===== src/rtl/de_morgan_pkg.sv =====
// Shared types and constants for the De Morgan exhaustive sweep checker.
package de_morgan_pkg;

    typedef enum logic [1:0] {
        IDLE  = 2'd0,
        RUN   = 2'd1,
        FLUSH = 2'd2,
        DONE  = 2'd3
    } state_t;

    localparam logic [1:0] MODE_NONE = 2'b00;
    localparam logic [1:0] MODE_LAW1 = 2'b01;
    localparam logic [1:0] MODE_LAW2 = 2'b10;
    localparam logic [1:0] MODE_BOTH = 2'b11;

endpackage


===== src/rtl/de_morgan_nbit.sv =====
// Both sides of both De Morgan laws for one pair of W-bit operands.
module de_morgan_nbit #(
    parameter int W = 2
) (
    input  logic [W-1:0] a,
    input  logic [W-1:0] b,
    output logic [W-1:0] law1_lhs,
    output logic [W-1:0] law1_rhs,
    output logic [W-1:0] law2_lhs,
    output logic [W-1:0] law2_rhs
);

    assign law1_lhs = ~(a | b);
    assign law1_rhs = ~a & ~b;
    assign law2_lhs = ~(a & b);
    assign law2_rhs = ~a | ~b;

endmodule


===== src/rtl/de_morgan_sweep.sv =====
// Exhaustive De Morgan verifier: walks all operand pairs, compares both law sides
// one cycle later, and keeps the mismatch count and first failing vector.
//
// state | meaning
// IDLE  | results held, waiting for start
// RUN   | applying vector cnt, counter advancing
// FLUSH | evaluating the last registered vector
// DONE  | one-cycle done pulse
module de_morgan_sweep
    import de_morgan_pkg::*;
#(
    parameter int W  = 2,
    parameter int CW = 2*W+1
) (
    input  logic          clk,
    input  logic          rst,
    input  logic          start,
    input  logic [1:0]    mode,
    input  logic          fault_inj,
    output logic [W-1:0]  a_out,
    output logic [W-1:0]  b_out,
    output logic          busy,
    output logic          done,
    output logic [CW-1:0] mismatch_cnt,
    output logic          fail_seen,
    output logic [W-1:0]  first_fail_a,
    output logic [W-1:0]  first_fail_b
);

    localparam logic [2*W-1:0] CNT_LAST = '1;

    state_t         state, state_nxt;
    logic [2*W-1:0] cnt;
    logic [1:0]     mode_q;
    logic [W-1:0]   a_cur, b_cur;
    logic [W-1:0]   l1_lhs, l1_rhs, l2_lhs, l2_rhs;

    logic           s1_vld, s1_fault;
    logic [W-1:0]   s1_a, s1_b;
    logic [W-1:0]   s1_l1_lhs, s1_l1_rhs, s1_l2_lhs, s1_l2_rhs;

    logic [W-1:0]   fault_mask;
    logic           law1_fail, law2_fail, mismatch, start_sweep;

    assign a_cur = cnt[2*W-1:W];
    assign b_cur = cnt[W-1:0];

    de_morgan_nbit #(.W(W)) u_nbit (
        .a        (a_cur),
        .b        (b_cur),
        .law1_lhs (l1_lhs),
        .law1_rhs (l1_rhs),
        .law2_lhs (l2_lhs),
        .law2_rhs (l2_rhs)
    );

    // Fault flips only rhs bit 0, enough to force a mismatch for either law.
    assign fault_mask  = W'(s1_fault);
    assign law1_fail   = s1_l1_lhs != (s1_l1_rhs ^ fault_mask);
    assign law2_fail   = s1_l2_lhs != (s1_l2_rhs ^ fault_mask);
    assign mismatch    = s1_vld &&
                         (((mode_q == MODE_LAW1 || mode_q == MODE_BOTH) && law1_fail) ||
                          ((mode_q == MODE_LAW2 || mode_q == MODE_BOTH) && law2_fail));
    assign start_sweep = (state == IDLE) && start;

    always_comb begin
        state_nxt = state;
        case (state)
            IDLE:    if (start) state_nxt = RUN;
            RUN:     if (cnt == CNT_LAST) state_nxt = FLUSH;
            FLUSH:   state_nxt = DONE;
            DONE:    state_nxt = IDLE;
            default: state_nxt = IDLE;
        endcase
    end

    always_ff @(posedge clk or posedge rst) begin
        if (rst) begin
            state        <= IDLE;
            cnt          <= '0;
            mode_q       <= MODE_NONE;
            s1_vld       <= 1'b0;
            s1_fault     <= 1'b0;
            s1_a         <= '0;
            s1_b         <= '0;
            s1_l1_lhs    <= '0;
            s1_l1_rhs    <= '0;
            s1_l2_lhs    <= '0;
            s1_l2_rhs    <= '0;
            mismatch_cnt <= '0;
            fail_seen    <= 1'b0;
            first_fail_a <= '0;
            first_fail_b <= '0;
        end else begin
            state     <= state_nxt;
            s1_vld    <= (state == RUN);
            s1_fault  <= fault_inj && (state == RUN);
            s1_a      <= a_cur;
            s1_b      <= b_cur;
            s1_l1_lhs <= l1_lhs;
            s1_l1_rhs <= l1_rhs;
            s1_l2_lhs <= l2_lhs;
            s1_l2_rhs <= l2_rhs;

            if (state == RUN)
                cnt <= cnt + 1'b1;
            else if (start_sweep)
                cnt <= '0;

            if (start_sweep) begin
                mode_q       <= mode;
                mismatch_cnt <= '0;
                fail_seen    <= 1'b0;
                first_fail_a <= '0;
                first_fail_b <= '0;
            end else if (mismatch) begin
                mismatch_cnt <= mismatch_cnt + 1'b1;
                if (!fail_seen) begin
                    fail_seen    <= 1'b1;
                    first_fail_a <= s1_a;
                    first_fail_b <= s1_b;
                end
            end
        end
    end

    assign a_out = (state == RUN) ? a_cur : '0;
    assign b_out = (state == RUN) ? b_cur : '0;
    assign busy  = (state == RUN) || (state == FLUSH);
    assign done  = (state == DONE);

endmodule


===== config.mk =====
export PLATFORM = sky130hd
export DESIGN_NAME = de_morgan_sweep
export DESIGN_NICKNAME = d
export VERILOG_FILES = /design/src/rtl/de_morgan_pkg.sv /design/src/rtl/de_morgan_nbit.sv /design/src/rtl/de_morgan_sweep.sv
export SDC_FILE = /design/constraint.sdc
export NUM_CORES = 1
export LEC_CHECK = 0
export CORE_MARGIN = 8
export CORE_UTILIZATION = 40
export CTS_CLUSTER_SIZE = 14
export DETAILED_ROUTE_END_ITERATION = 8
export DONT_BUFFER_PORTS = 1
export PLACE_DENSITY = 0.56
export SYNTH_ARGS = -nofsm -noshare
export SYNTH_HDL_FRONTEND = slang
export SYNTH_SLANG_ARGS = --single-unit
export TNS_END_PERCENT = 50

===== constraint.sdc =====
create_clock -name clk -period 4.06 [get_ports clk]
set_input_delay 0.812 -clock clk [delete_from_list [all_inputs] [get_ports clk]]
set_output_delay 0.812 -clock clk [all_outputs]
set_load 0.01 [all_outputs]

# Word level (Yosys, flattened, before mapping)
# Cells that the tools add are included.
dict set report op_classes {
  reduce_logical 14
  mul 0
  magnitude_cmp 0
  n_addsub 2
  n_bitwise 10
  muxes 17
  n_eq_ne 12
  div_mod_pow 0
  shifts 0
}
# cell count
set op_table {}
lappend op_table {{$mux W2} 10}
lappend op_table {{$mux W5} 2}
lappend op_table {{$eq A2 B2 Y1 const B} 4}
lappend op_table {{$mux W4} 2}
lappend op_table {{$not A2 Y2} 4}
lappend op_table {{$pmux W2 S4} 1}
lappend op_table {{$add A5 B1 Y5 const B} 1}
lappend op_table {{$logic_and A1 B1 Y1} 5}
lappend op_table {{$add A4 B1 Y4 const B} 1}
lappend op_table {{$and A2 B2 Y2} 2}
lappend op_table {{$eq A2 B1 Y1 const B} 2}
lappend op_table {{$eq A4 B4 Y1 const B} 1}
lappend op_table {{$logic_or A1 B1 Y1} 4}
lappend op_table {{$ne A2 B2 Y1} 2}
lappend op_table {{$ne A2 B2 Y1 const B} 2}
lappend op_table {{$or A2 B2 Y2} 2}
lappend op_table {{$reduce_and A2 Y1} 2}
lappend op_table {{$reduce_bool A2 Y1} 2}
lappend op_table {{$xor A2 B1 Y2} 2}
lappend op_table {{$logic_not A2 Y1} 1}
lappend op_table {{$mux W1} 2}
lappend op_table {{$ne A2 B1 Y1 const B} 1}
dict set report totals {
  ram_bits 0
  out_inout_bits 16
  romBits 0
  reg_bits 32
  in_bits 6
  latch_bits 0
  n_memories 0
}

# Depth between registers and ports, before layout
dict set report depth {
  word_depth 7
  depth_mapped 5
  ltp_nobuf 5
}

# By module
# Synthesis repeated with hierarchy kept, for this count alone.
dict set report hier_totals {
  cells_unflattened 124
  area_unflattened_um2 1462.7
}
# mod seq_area_each_um2 n_inst cells_per_inst area_each_um2
set modules_own_cells {}
lappend modules_own_cells {de_morgan_sweep 800.8 1 116 1417.6}
lappend modules_own_cells {de_morgan_nbit 0.0 1 8 45.0}

# Least setup slack after synthesis
# OpenSTA, ideal clock, no wires.
dict set report synth_path {
  kind {flip-flop to output port}
  from {reg state[1]}
  to {out a_out[0]}
  t_required_ns 3.248
  n_path_buf 1
  setup_slack_ns 2.118
  stages_incl_launch_ff 5
  t_arrival_ns 1.130
  cell_sequence {dfrtp_1 inv_1 ha_1 clkbuf_1 and2_1}
}
dict set report synth_via {
  elab_chain_len 2
}
# item line
set synth_lines {}
lappend synth_lines {{from (decl)} de_morgan_sweep.sv:32} ;# state_t state, state_nxt;
lappend synth_lines {{from (signal assigned)} de_morgan_sweep.sv:95} ;# state <= state_nxt;
lappend synth_lines {{$eq A2 B1 Y1} de_morgan_sweep.sv:127} ;# assign a_out = (state == RUN) ? a_cur : '0;
lappend synth_lines {{$mux W2} de_morgan_sweep.sv:127}
lappend synth_lines {{to (decl)} de_morgan_sweep.sv:20} ;# output logic [W-1:0] a_out,
# No other way between the ends.

# Worst setup path after layout
# Ends and elaborated chain as after synthesis.

==> summary.md <==
| Metric | Value |
|---|---|
| Status | finished clean |
| Initial core utilization | 0.4084 |
| Clk pwr share | 0.212 |
| Slew Viols, Final | 0 |
| Internal | 0.5224 mW |
| First-pass GRT wire length | approximately 3400 um |
| Drt first pass iters | 4 |
| Setup Buffers After CTS | 0 |
| TritonCTS clock tree | built |
| Routed via count | 717 |
| Setup Skew | 4.640 ps |
| CTS Root Cell | clkbuf_4 |
| # Max-Cap Violations | 0 |
| Syn Std Cell Area | 0.001087 sq mm |
| # DRC | 0 |
| Min cycle time layout | between 2000 and 2500 ps |
| P_sw | 0.2950 mW |
| CP startpoint kind | register |
| EDFF count, synth | 0 |
| Max Buffers Root-to-Sink | 2 |
| Hold Buf Count CTS | 0 |
| Worst-path clk slew | 140 ps |
| List of most frequent post-synthesis cells | 24 x dfrtp_1, 14 x nand2_1, 9 x a21oi_1, 9 x o21ai_0, 7 x ha_1 |
| P_leak | around 0.55 nW |
| P per Cell Area | 704.8 mW/mm^2 |
| Nets | 117 |
| Die Ht | 68.14 um |
| Sw frac | 0.3609 |
| Layout cells sized above 1 | 0.06796 |
| Worst slew margin | 0.3881 |
| Cts repair resizes | 0 |
| Number of clock sinks | 24 |
| Most numerous cell in the Yosys netlist | dfrtp_1 |
| Fmax | between 0.4 and 0.5 GHz |
| Avg Cell Area, Syn | 10.66 sq um |
| Synth async-reset ratio | 1.000 |
| Yosys top cell area share | 0.5524 |
| Worst Tran Pin Value | 916.9 ps |
| Final instance area | 0.001160 sq mm |
| RSZ-0062 raised after global routing | false |
| Initial antenna violation count | 0 |
| Avg WL per Cell | about 15 um |
| Syn Nets | between 100 and 150 |
| Die X-Extent | 68.14 um |
| Crit-path max FO | 14 |
| Main synth FF type | dfrtp_1 |
| R2r setup slk | around 2400 ps |
| Worst-Skew Late Latency | 310 ps |
| Yosys cell types | 20 |
| Crit end category | primary output |
| Area contributors post-synth | dfrtp_1 55%, ha_1 8.1%, nand2_1 4.8%, a21oi_1 4.1%, o21ai_0 4.1% |
| Die area | 0.004642 sq mm |
| Std-Cell Rows | 19 |
| Final HPWL DP | approximately 1500 um |
| Initial DRC Count | 47 |
| Setup tns final | 0 ps |
| Final Hold Viols | 0 |
| H-Tree Depth | 1 |
| Synth Warn # | 0 |
| Pin count of the biggest net entering global routing | 25 |
| IO Port Bufs | 0 |
| Vias in the first global route | 766 |
| Global route overflow | 0 |
| Worst vdd ir | 0.0003453 V |
| WS Path Type | reg -> out |
| CP arrival | 1510 ps |
| DRT Wirelength | 2056 um |
| Area growth, synth to finish | 6.674% |
| Mapped Cells | 102 |
| CP required | 3250 ps |
| Final worst-path cycle share | 0.5718 |
| Detail-routed via count per cell | 5.351 |
| Sequential cell fraction of total power | 0.504 |
| Core area | 0.002663 sq mm |
| Sequential area share after synthesis | 0.5524 |
| Hold Path Class | reg -> reg |
| Antenna Cells | 0 |
| Post-place instance area | 0.001107 sq mm |
| Final Setup Violations | 0 |
| Gpl congestion | 0.6771 |
| Gr usage total | 0.09646 |
| CTS buffer count | 3 |
| #FFs+latches synth | 24 |
| DRT antenna net count | 0 |
| I/O pins | 22 |
| Comb pwr share | 0.284 |
| Post-synth top area cell | dfrtp_1 |
area by class of cell:
cell class,instances,area (sq um)
Fill cell,271,1503
Sequential cell,24,600.6
Multi-Input combinational cell,71,452.9
Tap cell,31,38.79
Clock inverter,1,30.03
Clock buffer,3,22.52
Inverter,4,15.01
power by group through the flow:
| stage | registers (mW) | logic [mW] | clock network [mW] |
|---|---|---|---|
| floorplan | 0.394 | 0.199 | 0 |
| global placement | 0.413 | 0.225 | 0 |
| detailed placement | 0.419 | 0.237 | 0 |
| CTS | 0.413 | 0.238 | 0.181 |
| global route | 0.426 | 0.271 | 0.189 |
| finish | 0.412 | 0.232 | 0.174 |
state kept, by name (all words and copies together) (netlist names):
register and count:
s1_a 2, s1_vld 1, state 2, cnt 4
s1_b 2, mismatch_cnt 5, mode_q 2, first_fail_a 2
s1_fault 1, first_fail_b 2, fail_seen 1
final timing paths:
| path | from | endpoint | depth (start not counted) |
|---|---|---|---|
| min in group asynchronous | rst | cnt[0]$_DFFE_PP0P_ | 1 |
| hold / removal | cnt[1]$_DFFE_PP0P_ | s1_b[1]$_DFF_PP0_ | 0 |
| hold reg to reg | cnt[1]$_DFFE_PP0P_ | s1_b[1]$_DFF_PP0_ | 0 |
| setup / recovery | state[1]$_DFFE_PP0P_ | a_out[0] | 3 |
| max in group asynchronous | rst | mismatch_cnt[0]$_DFFE_PP0P_ | 1 |
| setup reg to reg | state[0]$_DFFE_PP0P_ | cnt[0]$_DFFE_PP0P_ | 5 |
worst max-delay path, stage by stage, from the launching register on:
cell and delay (ps):
dfrtp_1 430, inv_1 120, ha_1 400, and2_1 250
logic make-up after synthesis:
kind of cell,after synthesis,synth area share
muxes,4,0.03912
AOI/OAI and AO/OA,20,0.1036
adders and majority gates,7,0.08055
buffers and inverters,7,0.03107
and+or+nand+nor,37,0.1692
DFF,24,0.5524
xor gates and xnor gates,3,0.02417
stage by stage:
step           setup slack, ps  instances  power (mW)  hold WS, ps  utilization
2_1_floorplan             2118        102      0.5934        409.6            -
5_1_grt                   1626        134      0.8866        504.5       0.4356
3_3_place_gp              2118        130      0.6381        445.8       0.4159
3_5_place_dp              2083        130      0.6560        443.5       0.4159
6_report                  1738        134      0.8174        478.2       0.4356
4_1_cts                   1716        134      0.8309        477.9       0.4356
routing by layer:
metal,vias up,global-route usage,part of all wire
met2,22,0.1641,0.47
met3,4,0.04092,0.10
met4,0,0.03836,0.012
li1,343,-,-
met1,348,0.1037,0.42
met5,-,0,0
cell usage in the layout (no fill, tap or decap):
master	instances
a21oi_1	9
clkbuf_4	3
nand2_1	14
or3_1	3
ha_1	7
mux2i_1	2
nor2b_1	1
nor2_1	5
nand3_1	4
dfrtp_1	24
o211ai_2	1
nand3b_1	4
and2_1	6
mux2_2	2
bufinv_16	1
xnor2_1	1
o211a_1	1
inv_1	4
xor2_1	2
o21ai_0	9
Note: power is estimated with default switching activity, not from simulation.
